## src/rtl/imem_program_ctrl.sv

```systemverilog
// Instruction-memory programming controller: passes the PC through in run mode,
// and in program mode streams 32-bit words into memory big-endian, one byte per cycle.
module imem_program_ctrl #(
  parameter int unsigned ADDR_W    = 12,
  parameter int unsigned BASE_ADDR = 0
) (
  input  logic              clk_i,
  input  logic              reset_i,
  input  logic              prog_start_i,
  input  logic              prog_valid_i,
  output logic              prog_ready_o,
  input  logic [31:0]       prog_data_i,
  input  logic              prog_last_i,
  input  logic [31:0]       pc_i,
  output logic [ADDR_W-1:0] mem_addr_o,
  output logic [7:0]        mem_wdata_o,
  output logic              mem_we_o,
  output logic              cpu_stall_o,
  output logic              cpu_reset_o,
  output logic [ADDR_W-2:0] words_loaded_o,
  output logic              overflow_o
);

  localparam int unsigned WPTR_W = ADDR_W + 1;
  localparam int unsigned CNT_W  = ADDR_W - 1;
  // Highest word-aligned address that still leaves room for a full word.
  localparam logic [WPTR_W-1:0] LAST_WORD_ADDR = WPTR_W'((1 << ADDR_W) - 4);
  localparam logic [WPTR_W-1:0] BASE_PTR       = WPTR_W'(BASE_ADDR);

  typedef enum logic [1:0] {
    S_RUN       = 2'd0,
    S_WAIT_WORD = 2'd1,
    S_WRITE     = 2'd2,
    S_FLUSH     = 2'd3
  } state_e;

  state_e             state_q, state_d;
  logic [WPTR_W-1:0]  wptr_q, wptr_d;
  logic [1:0]         bsel_q, bsel_d;
  logic [31:0]        word_q, word_d;
  logic               last_q, last_d;
  logic [CNT_W-1:0]   words_loaded_q, words_loaded_d;
  logic               overflow_q, overflow_d;

  // Upper PC bits are outside the memory's address range.
  logic unused_pc;
  assign unused_pc = ^pc_i[31:ADDR_W];

  always_ff @(posedge clk_i) begin
    if (reset_i) begin
      state_q        <= S_RUN;
      wptr_q         <= BASE_PTR;
      bsel_q         <= 2'd0;
      word_q         <= 32'd0;
      last_q         <= 1'b0;
      words_loaded_q <= '0;
      overflow_q     <= 1'b0;
    end else begin
      state_q        <= state_d;
      wptr_q         <= wptr_d;
      bsel_q         <= bsel_d;
      word_q         <= word_d;
      last_q         <= last_d;
      words_loaded_q <= words_loaded_d;
      overflow_q     <= overflow_d;
    end
  end

  always_comb begin
    state_d        = state_q;
    wptr_d         = wptr_q;
    bsel_d         = bsel_q;
    word_d         = word_q;
    last_d         = last_q;
    words_loaded_d = words_loaded_q;
    overflow_d     = overflow_q;
    prog_ready_o   = 1'b0;
    mem_addr_o     = wptr_q[ADDR_W-1:0];
    mem_we_o       = 1'b0;
    cpu_stall_o    = 1'b1;
    cpu_reset_o    = 1'b0;

    unique case (state_q)
      S_RUN: begin
        mem_addr_o  = pc_i[ADDR_W-1:0];
        cpu_stall_o = 1'b0;
        if (prog_start_i) begin
          state_d        = S_WAIT_WORD;
          wptr_d         = BASE_PTR;
          words_loaded_d = '0;
          overflow_d     = 1'b0;
        end
      end
      S_WAIT_WORD: begin
        prog_ready_o = 1'b1;
        if (prog_valid_i) begin
          if (wptr_q <= LAST_WORD_ADDR) begin
            word_d  = prog_data_i;
            last_d  = prog_last_i;
            bsel_d  = 2'd0;
            state_d = S_WRITE;
          end else begin
            // Memory full: the word is consumed but never written.
            overflow_d = 1'b1;
            if (prog_last_i) begin
              state_d = S_FLUSH;
            end
          end
        end
      end
      S_WRITE: begin
        mem_we_o = 1'b1;
        wptr_d   = wptr_q + WPTR_W'(1);
        bsel_d   = bsel_q + 2'd1;
        if (bsel_q == 2'd3) begin
          words_loaded_d = words_loaded_q + CNT_W'(1);
          state_d        = last_q ? S_FLUSH : S_WAIT_WORD;
        end
      end
      S_FLUSH: begin
        cpu_reset_o = 1'b1;
        state_d     = S_RUN;
      end
      default: begin
        state_d = S_RUN;
      end
    endcase
  end

  // Byte 0 of a word is bits 31:24 (big-endian).
  always_comb begin
    unique case (bsel_q)
      2'd0:    mem_wdata_o = word_q[31:24];
      2'd1:    mem_wdata_o = word_q[23:16];
      2'd2:    mem_wdata_o = word_q[15:8];
      default: mem_wdata_o = word_q[7:0];
    endcase
  end

  assign words_loaded_o = words_loaded_q;
  assign overflow_o     = overflow_q;

endmodule

```

## config.mk

```make
export PLATFORM = sky130hd
export DESIGN_NAME = imem_program_ctrl
export DESIGN_NICKNAME = d
export VERILOG_FILES = /design/src/rtl/imem_program_ctrl.sv
export SDC_FILE = /design/constraint.sdc
export NUM_CORES = 1
export LEC_CHECK = 0
export ABC_AREA = 1
export BUFFER_PORTS_ARGS = -buffer_cell sky130_fd_sc_hd__buf_2
export CAP_MARGIN = 10
export CORE_MARGIN = 5
export CORE_UTILIZATION = 50
export DETAILED_ROUTE_END_ITERATION = 16
export HOLD_SLACK_MARGIN = 0.03
export PLACE_DENSITY = 0.77
export SYNTH_ARGS = -nofsm -noshare
export SYNTH_HDL_FRONTEND = slang
export SYNTH_SLANG_ARGS = --single-unit
```

## constraint.sdc

```tcl
create_clock -name clk_i -period 2.15 [get_ports clk_i]
set_clock_uncertainty 0.1 [all_clocks]
set_input_delay 0.215 -clock clk_i [delete_from_list [all_inputs] [get_ports clk_i]]
set_output_delay 0.215 -clock clk_i [all_outputs]
set_load 0.005 [all_outputs]
```

# After elaboration in Yosys (flattened, before gate mapping)
# Index checks and enable logic that the tools add are counted.
# classes
n_eq_ne	12
n_reduce_logical	11
muxes	25
n_lt_le_gt_ge	1
n_addsub	3
# ops
op	count
$pmux 13 s2	1
$pmux 8 s3	1
$mux 11	2
$pmux 11 s2	1
$mux 2	8
$add 13x1->13 const B	1
$le 13x12->1 const B	1
$mux 13	1
$mux 12	1
$add 11x1->11 const B	1
$ne 2x2->1 const B	5
$reduce_and 3->1	3
$eq 2x2->1 const B	4
$pmux 2 s4	1
$reduce_and 4->1	2
$mux 1	7
$reduce_bool 2->1	3
$eq 2x1->1 const B	2
$logic_not 2->1	2
$pmux 2 s2	1
$ne 3x3->1 const B	1
$add 2x1->2 const B	1
$pmux 1 s2	1
$reduce_and 2->1	1
# totals
input_bits	69
out_inout_bits	36
regBits	62

# Depth between registers and ports, before layout
# logic_depth
depth_word	4
ltp_mapped	11

# Least setup slack after synthesis
# Ideal clock, no wire load.
# synth_timing
path_type	register to register
startpoint	reg wptr_q[0]
endpoint	reg last_q
synth_period_minus_slack_ps	1525
setup_time_ps	116
required_time_ps	1934
t_arrival_ps	1309
path_buffers	1
path_slack_ps	625
path_stages_with_launch	11
path_cell_list	dfxtp_1 inv_1 ha_1 nand2_1 nor2_1 nand2_1 nand2_2 nand3_4 clkbuf_2 o21ai_0 nor2_1
# synth_between
elab_chain_len	2
# synth_rtl
element	line	source
start, declared	38	logic [WPTR_W-1:0] wptr_q, wptr_d;
start signal, assigned	60	wptr_q <= wptr_d;
$le 13x12->1	97	if (wptr_q <= LAST_WORD_ADDR) begin
$reduce_and 3->1 (no source line)	-	
end signal, assigned	63	last_q <= last_d;
end, declared	41	logic last_q, last_d;
# No other way between the ends.
# A chain may end at the register's enable or synchronous reset.

# Worst setup path in the final report
# layout_timing
startpoint	reg bsel_q[1]
endpoint	out mem_wdata_o[3]
# layout_between
elab_chain_len	2
word_cells_on_any_way	4
# layout_rtl
element	line	source
start, declared	39	logic [1:0] bsel_q, bsel_d;
start signal, assigned	61	bsel_q <= bsel_d;
$eq 2x2->1, or another cell as far along	132	unique case (bsel_q)
$pmux 8 s3 (*)	132	
end, declared	16	output logic [7:0] mem_wdata_o,
# Mark *: on every way between the ends. The rest lies on a longest branch, timed or not.

==> impl_metrics.tcl <==
set metrics [dict create \
    run_status "complete, no violations" \
    cts_num_sinks 62 \
    die_width_um 88.5 \
    num_vias 3230 \
    rsz_0062_raised_after_global_routing "false" \
    fillers 562 \
    final_period_minus_worst_setup_slack_ns 2.03 \
    synthDominantCellAreaShare_pct 40.3 \
    maxClockFrequency_mhz 492 \
    cap_viol_max_count 0 \
    synth-edff-count 0 \
    synth_flop_cell "dfxtp_1" \
    groute.usage.overall_pct 21.2 \
    postRouteWirelength_mm 8.04 \
    period_share_pct 94.5 \
    crit_fanout 9 \
    synth-warning-count 0 \
    die_h_um 88.5 \
    portBuffers 84 \
    synthDistinctLibCells 35 \
    fp-row-count 28 \
    clk_transition_reported_paths_ns 0.07 \
    vdd_ir_drop_max_v 0.000389 \
    crit_arrival_ns 1.72 \
    design.die.area_mm2 0.00783 \
    number_of_antenna_violations_at_the_first_check_in_global_routing 0 \
    worstSetupPathType "flop to primary output" \
    hp-class "input port to flop" \
    nNetsFinal 613 \
    overflow 0 \
    setup_total_negative_slack_ns 0 \
    detail_route.first_pass.iterations 5 \
    synth-seq-cells 62 \
    post-route-drc-count 0 \
    async_set_or_reset_flop_fraction_in_the_synthesized_netlist_pct 0 \
    total_leakage_power_nw 1.64 \
    clockRootBuffer "clkbuf_8" \
    post_synth_main_area_contributors "dfxtp_1, nor2_1, nand2_1" \
    drt-vias-per-instance 5.24 \
    setup_viol 0 \
    slew_headroom_pct 72.5 \
    place_congestion 0.842 \
    grt_max_degree 34 \
    insertedDiodeCount 0 \
    dp_hpwl_mm 5.91 \
    fin_hold_ws_ns 0.0298 \
    critPathRequiredTime_ns 1.84 \
    worst_case_clock_buffer_depth 2 \
    drt-initial-drc-count 175 \
    final_layout_size_suffix_gt1_share_pct 22.3 \
    syn-mean-instance-area_um2 6.83 \
    detail-route-antenna-nets 0 \
    grt_first_pass_wirelength_mm 13.1 \
    netlist_area_mm2 0.00308 \
    netlist_top_cells_count "nor2_1, nand2_1, dfxtp_1, o21ai_0, inv_1" \
    finalHoldViolCount 0 \
    worst_slew_pin_slew_ns 0.410 \
    synthMostInstantiatedCell "nor2_1" \
    flow.area_growth_from_synthesis_pct 22.9 \
    wire_per_inst_um 13.0 \
    start_util_pct 51.7 \
    grt_pass1_vias 3032 \
    top_level_ports 105 \
    powerDensity_mw_per_mm2 680 \
    crit_path_end_kind "primary output" \
    ys_seq_area_share_pct 40.3 \
    synth_nets 527 \
    final-max-slew-violation-count 0 \
    netlist_instances 451 \
    clock_insertion_delay_at_the_later_pin_of_the_skew_report_ns 0.33 \
    number_of_cts_inserted_buffers 9 \
    yosysTopAreaCell "dfxtp_1" \
    cts_tree "built" \
    cts_max_level 3 \
    start_kind "flop" \
    core_area_mm2 0.00596 \
]
registers in the layout (all words and copies together), names as in the netlist:
signal / flops
wptr_q: 13
bsel_q: 2
words_loaded_o: 11
overflow_o: 1
state_q: 2
word_q: 32
last_q: 1
cells in the final DEF, fill, tap and decap left out, types with 2 or more instances in the layout:
cell and n:
nand2_1 76, nor2_1 95, a31oi_1 9, nand4_1 5, clkbuf_8 9, a211oi_1 5
nor3_1 11, a21oi_1 27, buf_4 3, ha_1 7, clkinv_2 2, nand3_1 10
inv_1 41, nor2_2 5, nand2_2 5, nor2_4 2, dlygate4sd3_1 5, inv_2 3
o21ai_0 54, o22ai_1 2, buf_2 84, dfxtp_1 62, clkbuf_1 3
worst paths after layout:
kind                            slack [ns]             end  cells after the start       startpoint
worst min register to register        0.37      overflow_o                      2       overflow_o
worst max-delay path                  0.12  mem_wdata_o[3]                      6        bsel_q[1]
worst max register to register        0.26      word_q[20]                     10        wptr_q[0]
worst min-delay path                  0.03      word_q[16]                      3  prog_data_i[16]
critical path: stages (launching register included):
cell and delay, ns:
dfxtp_1 0.34, ha_1 0.24, buf_4 0.18, inv_1 0.23
nor2_1 0.07, a31oi_1 0.18, buf_2 0.15
metrics by stage:
step	area [µm²]	utilization [%]	instances	worst slack (ns)	total power, W
2_1_floorplan	3080	-	451	0.625	0.00147
3_3_place_gp	3540	59.5	596	0.302	0.00160
3_5_place_dp	3540	59.5	596	0.246	0.00162
4_1_cts	3780	63.4	617	0.104	0.00259
5_1_grt	3780	63.6	617	0.00809	0.00270
6_report	3780	63.6	617	0.118	0.00257
what timing repair did:
action,CTS,global route
setup endpoints to repair,0,11
hold endpoints to repair,5,0
resized for setup,0,3
hold buffers,5,0
setup buffers,0,0
cells by family (layout without fill, tap and decap cells):
family / after synthesis / after routing / share of synthesized area, %
compound gates: 103 / 103 / 18.2
xor+xnor: 1 / 1 / 0.284
fa+ha+maj: 7 / 7 / 2.84
buf+inv: 64 / 155 / 8.82
flops: 62 / 62 / 40.3
simple gates: 214 / 214 / 29.6
report_power, final:
part | switching [W] | internal, W | total (W)
Clock | 0.000440 | 0.000533 | 0.000972
Sequential | 0.0000290 | 0.00120 | 0.00123
Combinational | 0.000223 | 0.000152 | 0.000375
layer usage:
layer | global-route usage, % | vias to the layer above | share of wire [%]
met5 | 0 | - | 0
li1 | - | 1647 | -
met3 | 4.93 | 11 | 7.2
met2 | 34.1 | 121 | 47
met1 | 27.4 | 1451 | 45
met4 | 8.52 | 0 | 1.5
layout make-up:
class | count | area (µm²) | area share [%]
inverter | 45 | 174 | 4.60
sequential | 62 | 1240 | 32.8
multi-input combinational | 325 | 1570 | 41.5
tap | 75 | 93.8 | 2.48
clock buffer | 12 | 135 | 3.57
timing repair buffer | 94 | 524 | 13.9
clock inverter | 4 | 47.5 | 1.26
Power figures use the tool's default switching activity.
